--- src/rtl/uart_pkg.sv ---
// Shared definitions for the UART transmitter: parity-mode codes, FSM state
// codes and the bit-period helper.
package uart_pkg;

    localparam logic [1:0] PAR_NONE = 2'b00;
    localparam logic [1:0] PAR_EVEN = 2'b01;
    localparam logic [1:0] PAR_ODD  = 2'b10;

    typedef logic [2:0] state_t;

    localparam state_t ST_IDLE   = 3'd0;
    localparam state_t ST_START  = 3'd1;
    localparam state_t ST_DATA   = 3'd2;
    localparam state_t ST_PARITY = 3'd3;
    localparam state_t ST_STOP   = 3'd4;

    function automatic int unsigned cycles_per_bit(input int unsigned clk_hz,
                                                   input int unsigned bit_rate);
        return clk_hz / bit_rate;
    endfunction

endpackage

--- src/rtl/sync_fifo.sv ---
// Single-clock FIFO with the head word visible combinationally on rd_data.
// Pushes while full and pops while empty are ignored.
module sync_fifo #(
    parameter int unsigned WIDTH = 8,
    parameter int unsigned DEPTH = 16
) (
    input  logic                     clk,
    input  logic                     resetn,
    input  logic                     push,
    input  logic                     pop,
    input  logic [WIDTH-1:0]         wr_data,
    output logic [WIDTH-1:0]         rd_data,
    output logic [$clog2(DEPTH):0]   level,
    output logic                     full,
    output logic                     empty
);

    localparam int unsigned AW = $clog2(DEPTH);
    localparam logic [AW:0] FULL_LEVEL = (AW + 1)'(DEPTH);

    logic [WIDTH-1:0] mem [DEPTH];
    logic [AW-1:0]    wr_ptr;
    logic [AW-1:0]    rd_ptr;
    logic             do_push;
    logic             do_pop;

    assign full    = (level == FULL_LEVEL);
    assign empty   = (level == '0);
    assign do_push = push && !full;
    assign do_pop  = pop && !empty;
    assign rd_data = mem[rd_ptr];

    always_ff @(posedge clk) begin
        if (do_push) begin
            mem[wr_ptr] <= wr_data;
        end
    end

    // Pointers wrap naturally since DEPTH is a power of two.
    always_ff @(posedge clk) begin
        if (!resetn) begin
            wr_ptr <= '0;
            rd_ptr <= '0;
            level  <= '0;
        end else begin
            if (do_push) begin
                wr_ptr <= wr_ptr + 1'b1;
            end
            if (do_pop) begin
                rd_ptr <= rd_ptr + 1'b1;
            end
            case ({do_push, do_pop})
                2'b10:   level <= level + 1'b1;
                2'b01:   level <= level - 1'b1;
                default: level <= level;
            endcase
        end
    end

endmodule

--- src/rtl/uart_tx_fifo.sv ---
// UART transmitter fed by a byte FIFO; frames are sent LSB-first with optional
// parity and 1 or 2 stop bits, back-to-back while words are queued.
module uart_tx_fifo
    import uart_pkg::*;
#(
    parameter int unsigned CLK_HZ       = 27_000_000,
    parameter int unsigned BIT_RATE     = 9600,
    parameter int unsigned PAYLOAD_BITS = 8,
    parameter int unsigned FIFO_DEPTH   = 16
) (
    input  logic                          i_clk,
    input  logic                          i_resetn,
    input  logic                          i_valid,
    input  logic [PAYLOAD_BITS-1:0]       i_data,
    output logic                          o_ready,
    input  logic [1:0]                    i_parity_mode,
    input  logic                          i_two_stop,
    output logic                          o_uart_txd,
    output logic                          o_busy,
    output logic [$clog2(FIFO_DEPTH):0]   o_fifo_level
);

    localparam int unsigned CYCLES_PER_BIT = cycles_per_bit(CLK_HZ, BIT_RATE);
    localparam int unsigned CNT_W    = (CYCLES_PER_BIT > 1) ? $clog2(CYCLES_PER_BIT) : 1;
    localparam logic [CNT_W-1:0] CNT_LAST = CNT_W'(CYCLES_PER_BIT - 1);
    localparam logic [3:0]       BIT_LAST = 4'(PAYLOAD_BITS - 1);

    state_t                  state;
    logic [CNT_W-1:0]        cnt;
    logic [3:0]              bit_idx;
    logic                    stop_idx;
    logic [PAYLOAD_BITS-1:0] shift;
    logic                    par_bit;
    logic                    par_en;
    logic                    two_stop;
    logic                    txd;

    logic [PAYLOAD_BITS-1:0] head;
    logic                    full;
    logic                    empty;
    logic                    pop;
    logic                    bit_end;
    logic                    last_stop;

    sync_fifo #(
        .WIDTH (PAYLOAD_BITS),
        .DEPTH (FIFO_DEPTH)
    ) fifo (
        .clk     (i_clk),
        .resetn  (i_resetn),
        .push    (i_valid),
        .pop     (pop),
        .wr_data (i_data),
        .rd_data (head),
        .level   (o_fifo_level),
        .full    (full),
        .empty   (empty)
    );

    assign o_ready    = !full;
    assign o_busy     = (state != ST_IDLE);
    assign o_uart_txd = txd;

    assign bit_end   = (cnt == CNT_LAST);
    assign last_stop = (state == ST_STOP) && bit_end && (stop_idx == two_stop);
    assign pop       = !empty && ((state == ST_IDLE) || last_stop);

    // txd is loaded with the level of the bit the FSM is entering, so the pin
    // changes on the same edge as the state.
    always_ff @(posedge i_clk) begin
        if (!i_resetn) begin
            state    <= ST_IDLE;
            cnt      <= '0;
            bit_idx  <= '0;
            stop_idx <= 1'b0;
            shift    <= '0;
            par_bit  <= 1'b0;
            par_en   <= 1'b0;
            two_stop <= 1'b0;
            txd      <= 1'b1;
        end else if (pop) begin
            state    <= ST_START;
            cnt      <= '0;
            bit_idx  <= '0;
            stop_idx <= 1'b0;
            shift    <= head;
            par_en   <= (i_parity_mode == PAR_EVEN) || (i_parity_mode == PAR_ODD);
            par_bit  <= (^head) ^ (i_parity_mode == PAR_ODD);
            two_stop <= i_two_stop;
            txd      <= 1'b0;
        end else if (state != ST_IDLE) begin
            cnt <= bit_end ? '0 : cnt + 1'b1;
            if (bit_end) begin
                case (state)
                    ST_START: begin
                        state <= ST_DATA;
                        txd   <= shift[0];
                    end
                    ST_DATA: begin
                        shift   <= shift >> 1;
                        bit_idx <= bit_idx + 4'd1;
                        if (bit_idx == BIT_LAST) begin
                            if (par_en) begin
                                state <= ST_PARITY;
                                txd   <= par_bit;
                            end else begin
                                state <= ST_STOP;
                                txd   <= 1'b1;
                            end
                        end else begin
                            txd <= shift[1];
                        end
                    end
                    ST_PARITY: begin
                        state    <= ST_STOP;
                        stop_idx <= 1'b0;
                        txd      <= 1'b1;
                    end
                    ST_STOP: begin
                        txd <= 1'b1;
                        if (stop_idx == two_stop) begin
                            state <= ST_IDLE;
                        end else begin
                            stop_idx <= 1'b1;
                        end
                    end
                    default: begin
                        state <= ST_IDLE;
                        txd   <= 1'b1;
                    end
                endcase
            end
        end else begin
            txd <= 1'b1;
        end
    end

endmodule

--- config.mk ---
export PLATFORM = sky130hd
export DESIGN_NAME = uart_tx_fifo
export DESIGN_NICKNAME = d
export VERILOG_FILES = /design/src/rtl/uart_pkg.sv /design/src/rtl/sync_fifo.sv /design/src/rtl/uart_tx_fifo.sv
export SDC_FILE = /design/constraint.sdc
export NUM_CORES = 1
export LEC_CHECK = 0
export BUFFER_PORTS_ARGS = -buffer_cell sky130_fd_sc_hd__buf_2
export CAP_MARGIN = 30
export CORE_MARGIN = 5
export CORE_UTILIZATION = 55
export CTS_BUF_LIST = sky130_fd_sc_hd__clkbuf_4 sky130_fd_sc_hd__clkbuf_8 sky130_fd_sc_hd__clkbuf_16
export DETAILED_ROUTE_END_ITERATION = 6
export MAX_ROUTING_LAYER = met4
export PLACE_DENSITY_LB_ADDON = 0.1
export SETUP_SLACK_MARGIN = 0.05
export SKIP_LAST_GASP = 1
export SLEW_MARGIN = 20
export SYNTH_ARGS = -nofsm -noshare
export SYNTH_HDL_FRONTEND = slang
export SYNTH_SLANG_ARGS = --single-unit
--- constraint.sdc ---
create_clock -name i_clk -period 10.3 [get_ports i_clk]
set_clock_uncertainty 0.1 [all_clocks]
set_input_delay 2.06 -clock i_clk [delete_from_list [all_inputs] [get_ports i_clk]]
set_output_delay 2.06 -clock i_clk [all_outputs]
set_load 0.02 [all_outputs]
==> impl_metrics.json, run 1 <==
{
  "wl_per_cell_um": 18.8,
  "hold_viol_final": 0,
  "ctsHtreeMaxLevel": 4,
  "regArea_um2": 4830,
  "ctsResizeCount": 0,
  "p_sw_share_pct": 27.4,
  "num-nets-final": 529,
  "cts_buffers": 17,
  "io_pins": 22,
  "netlist.area_leader.share_pct": 51.7,
  "finalNonFillerCells": 691,
  "path_class": "register to output port",
  "die_h_um": 126,
  "clkPwrFrac_pct": 33.2,
  "routed_wl_mm": 13.0,
  "synth_nets": 506,
  "dr.pass1.iters": 5,
  "cp-end-kind": "output port",
  "gr-total-overflow": 0,
  "status": "complete, no violations",
  "ir_drop_uv": 128,
  "clockRootBuffer": "clkbuf_16",
  "ys_top_cells_by_area": "edfxtp_1, dfxtp_1, mux4_1, mux4_2, nor2_1",
  "p_seq_share_pct": 41.4,
  "fin_util_pct": 62.8,
  "cp.arrival_ns": 1.83,
  "path_clk_slew_ns": 0.06,
  "min_period_ns": 3.99,
  "synth_edf_count": 128,
  "internal_power_mw": 1.51,
  "synthCells": 479,
  "worst_pin_slew_ns": 0.859,
  "synth_top_cells_by_count": "edfxtp_1, dfxtp_1, nor2_1, nand2_1",
  "syn_area_um2": 7440,
  "rsz0062_at_grt": "false",
  "dp.cells": 659,
  "place_area_um2": 7670,
  "antenna_cells": 0,
  "drive_gt1_share_pct": 15.5,
  "cts_tree": "done",
  "vias": 3848,
  "drc_errors": 0,
  "hp-class": "register to register",
  "maxCapViolCount": 0,
  "synth_cell_types": 44,
  "final_antenna_net_count": 0,
  "drv_slew": 0,
  "drt_iter0_markers": 343,
  "rows": 42,
  "grt_max_degree": 33,
  "area_growth_pct": 11.8,
  "avgViaCountPerCell": 5.57,
  "setup_violations": 0,
  "coreArea_um2": 13200,
  "ys_warn_count": 0,
  "power_density_nw_per_um2": 250,
  "die_area_um2": 16000,
  "synth_seq_area_share_pct": 64.9,
  "grt_pass1_vias": 3965,
  "portBuffers": 21,
  "fin_tns_setup_ns": 0,
  "grt_pass1_wl_mm": 21.3,
  "cts_max_path_buffers": 2,
  "dp_hpwl_mm": 8.74,
  "synth_ff_type": "edfxtp_1",
  "design_area_um2": 8320,
  "start_util_pct": 56.2,
  "cts_setup_buffers": 0,
  "avgSynthCellArea_um2": 15.5,
  "clkLatencyLatePin_ns": 0.42,
  "required_ns": 8.14,
  "p_switching_mw": 0.569,
  "multi_input_area_um2": 2420,
  "grt_use_total_pct": 18.0,
  "holdWs_ns": 0.394,
  "clock_sinks": 177,
  "startpoint_type": "register",
  "yosysTopAreaCell": "edfxtp_1",
  "clock.fmax_mhz": 251,
  "power_leakage_nw": 2.92,
  "num-fill-cells": 1000,
  "slew_headroom_pct": 42.5,
  "async_reset_ff_share_pct": 0,
  "die_w_um": 126,
  "cts_hold_buf": 0,
  "ys_seq_elements": 177,
  "comb_power_share_pct": 25.4,
  "min_period_over_period_pct": 38.7,
  "synth_most_common_cell": "edfxtp_1",
  "crit_fanout": 9,
  "gp_congestion": 0.821,
  "grt_antenna_before_repair": 0
}
## layout by cell type, fill, tap and decap left out, types with 10 or more instances in the layout
cell,Yosys,routed
edfxtp_1,128,128
nand3_1,10,10
and2_1,13,13
clkbuf_16,0,17
ha_1,12,12
mux2i_1,13,13
nand2_1,30,30
a21oi_1,11,11
nor2_1,44,44
mux4_1,18,18
nor2b_1,12,11
buf_2,3,22
mux4_2,18,18
xor2_1,13,13
dfxtp_1,49,48
xnor2_1,12,12
## area by class of cell
cell class / count / area share (%)
sequential: 177 / 58.0
clock buffer: 18 / 5.20
tap: 176 / 2.65
multi-input combinational: 270 / 29.1
timing repair buffer: 28 / 2.11
inverter: 8 / 0.361
clock inverter: 14 / 2.56
## state kept, by name, summed over array words and instances (netlist names), 3 cells and up, named ones only
name	cells
fifo.wr_ptr	4
bit_idx	4
fifo.level	5
state	3
fifo.rd_ptr	4
shift	8
fifo.mem	128
cnt	12
## kinds of logic (layout without fill, tap and decap cells)
kind of cell | Yosys count | in the layout | share of synthesized area (%)
DFF | 177 | 177 | 64.9
and+or+nand+nor | 138 | 138 | 8.90
muxes | 49 | 49 | 13.6
AOI/OAI and AO/OA | 42 | 42 | 3.92
buffers and inverters | 32 | 68 | 2.61
xor gates and xnor gates | 28 | 28 | 3.87
adders and majority gates | 13 | 13 | 2.29
## through the flow
step           total power, mW  worst slack, ns
3_5_place_dp              1.41             6.00
2_1_floorplan             1.30             6.16
6_report                  2.08             6.31
3_3_place_gp              1.39             6.05
5_1_grt                   2.19             6.16
4_1_cts                   2.10             6.28
## worst max-delay path, stage by stage, from the launching register on
cell     delay [ns]
dfxtp_1        0.39
nor3_1         0.57
inv_1          0.23
buf_2          0.22
## power by group through the flow
stage	Combinational (mW)	Clock, mW	Sequential [mW]
after CTS	0.536	0.703	0.861
after global placement	0.508	0	0.883
after detailed placement	0.534	0	0.876
after global routing	0.584	0.738	0.867
after floorplan	0.437	0	0.863
final	0.527	0.690	0.859
## worst paths after layout
kind	cells past startpoint	slack, ns	end	start
setup / recovery	3	6.31	o_busy	state[0]$_SDFFE_PN0P_
hold / removal	2	0.39	shift[7]$_SDFFE_PN0P_	shift[7]$_SDFFE_PN0P_
setup reg to reg	13	6.42	fifo.level[4]$_SDFFE_PN0P_	cnt[0]$_SDFFE_PP0P_
hold reg to reg	2	0.39	shift[7]$_SDFFE_PN0P_	shift[7]$_SDFFE_PN0P_
## routing by layer
metal	routed length, µm	vias to the layer above	track usage [%]
met5	0	-	-
met4	148	0	6.31
met1	5840	1895	24.0
met2	6530	76	27.9
li1	-	1864	-
met3	447	13	3.74
(Power assumes the default switching activity.)
==> run 2: changes to the inputs <==
==> constraint.sdc (replaced) <==
create_clock -name i_clk -period 3.29 [get_ports i_clk]
set_clock_uncertainty 0.1 [all_clocks]
set_input_delay 0.658 -clock i_clk [delete_from_list [all_inputs] [get_ports i_clk]]
set_output_delay 0.658 -clock i_clk [all_outputs]
set_load 0.02 [all_outputs]
==> run 2 against run 1 <==
Effect of this change: via count is 4.0% higher; first-iteration DRC count is 7.3% higher; utilization is 0.77 points higher; global-route usage is 0.51 points higher; sequential share of layout area is 0.68 points lower; final cell count is 2.3% higher; design area is 1.2% higher; non-clock buffer count is 16 higher; critical path type is now register to register; register-to-register slack worse by 6.2 ns; critical path depth is 9 higher; sequential cell count stayed put; die area stayed put.
==> impl_metrics.json, run 2 (synthesized netlist as in run 1, its figures left out) <==
{
  "drt_iter0_markers": 368,
  "min_period_over_period_pct": 92.7,
  "portBuffers": 21,
  "rsz0062_at_grt": "false",
  "die_area_um2": 16000,
  "path_class": "register to register",
  "crit_fanout": 6,
  "timing.critical_path.max_delay_family": "simple AND/OR/NAND/NOR gates",
  "antenna_cells": 0,
  "cts_hold_buf": 0,
  "dp_hpwl_mm": 8.90,
  "hp-class": "input pin to register",
  "reg2reg_slack_ns": 0.24,
  "grt_antenna_before_repair": 0,
  "pre_cts_ws_ns": 0.230,
  "grt_max_degree": 33,
  "gp_congestion": 0.837,
  "power_mw": 6.38,
  "min_period_ns": 3.05,
  "coreArea_um2": 13200,
  "rows": 42,
  "required_ns": 3.55,
  "clkLatencyLatePin_ns": 0.43,
  "startpoint_type": "register",
  "slowest_delay_ns": 0.59,
  "hold_viol_final": 0,
  "cp_cell_sequence": "ha_2 -> nand4_1 -> or4_4 -> and2_4 -> nor2b_2 -> ha_4 -> ha_4 -> a21o_1 -> a21oi_2 -> xor2_1 -> or3_1 -> a21boi_1",
  "drc_errors": 0,
  "clockRootBuffer": "clkbuf_16",
  "grt_pass1_wl_mm": 21.9,
  "finalNonFillerCells": 707,
  "slew_headroom_pct": 61.8,
  "top_register": "fifo.mem",
  "cts_max_path_buffers": 2,
  "wl_per_cell_um": 18.9,
  "start_util_pct": 56.2,
  "cts_buffers": 17,
  "area_growth_pct": 13.2,
  "fin_tns_setup_ns": 0,
  "final_common_cell": "edfxtp_1",
  "routed_wl_mm": 13.4,
  "path_clk_slew_ns": 0.07,
  "num-nets-final": 545,
  "reg.largest.list": "fifo.mem x128, cnt x12, shift x8",
  "dp.cells": 674,
  "dr.pass1.iters": 4,
  "die_w_um": 126,
  "ir_drop_uv": 419,
  "place_area_um2": 7840,
  "status": "complete, no violations",
  "worst_pin_slew_ns": 0.569,
  "cts_tree": "done",
  "power_density_nw_per_um2": 757,
  "cp_num_buf_inv": 0,
  "avgViaCountPerCell": 5.66,
  "ctsHtreeMaxLevel": 4,
  "cp.arrival_ns": 3.31,
  "setup_violations": 0,
  "path_common_cell": "ha_4",
  "drv_slew": 0,
  "gr-total-overflow": 0,
  "design_area_um2": 8420,
  "final_cell_mix": "edfxtp_1, dfxtp_1, nor2_1",
  "grt_use_total_pct": 18.5,
  "clock_sinks": 177,
  "vias": 4002,
  "drive_gt1_share_pct": 19.8,
  "io_pins": 22,
  "layout_setup_ws_ns": 0.241,
  "maxCapViolCount": 0,
  "cp-end-kind": "register",
  "clock.fmax_mhz": 328,
  "largest_register_ffs": 128,
  "die_h_um": 126,
  "final_antenna_net_count": 0,
  "grt_pass1_vias": 4099,
  "power_leakage_nw": 2.98,
  "cp_slowest_cell": "or4_4"
}
[run 2: cell count changes in the layout (fill, tap and decap cells not counted), sizes merged]
cell,before,now
buf,28,44
clkinv,6,5
bufinv,5,1
inv,9,15
clkbuf,18,17
[run 2: timing repair]
action / 4_1_cts / 5_1_grt
endpoints found under the hold margin: 0 / 0
resized for setup: 0 / 4
setup buffers: 0 / 1
setup endpoints to repair: 0 / 2
[run 2: layout make-up]
type	instances	area, µm²
sequential	177	4830
tap	176	220
multi-input combinational	270	2470
fill	995	4820
clock buffer	17	425
inverter	8	30.0
timing repair buffer	44	303
clock inverter	15	149
[run 2: power breakdown]
group / internal (mW) / total (mW) / switching, mW / leakage, nW
clock network: 1.06 / 1.94 / 0.879 / 0.277
registers: 2.55 / 2.66 / 0.107 / 1.56
logic: 0.895 / 1.78 / 0.883 / 1.14
[run 2: final timing paths]
kind | start | cells past startpoint | end
worst max-delay path | cnt[0]$_SDFFE_PP0P_ | 12 | fifo.level[4]$_SDFFE_PN0P_
worst min-delay path | i_two_stop | 3 | two_stop$_SDFFE_PN0N_
worst max register to register | cnt[0]$_SDFFE_PP0P_ | 12 | fifo.level[4]$_SDFFE_PN0P_
worst min register to register | shift[3]$_SDFFE_PN0P_ | 1 | shift[3]$_SDFFE_PN0P_
[run 2: layer usage]
layer	GRT usage (%)	part of all wire, %	vias to the layer above
li1	-	-	1901
met1	23.5	44	2025
met2	29.7	51	64
met3	4.50	3.3	12
met4	6.25	1.3	0
met5	-	0	-
[run 2: worst register-to-register path, delay by kind of cell (launching register included)]
kind	cells	cell delay (ns)
xor gates and xnor gates	1	0.08
DFF	1	0.36
AOI/OAI and AO/OA	3	0.45
adders and majority gates	3	0.60
and+or+nand+nor	5	1.40
[run 2: stage by stage]
step                      hold WS (ns)  util (%)
after detailed placement         0.385      59.2
final                            0.391      63.6
after global routing             0.421      63.6
after floorplan                  0.355         -
after CTS                        0.377      63.5
after global placement           0.379      59.2
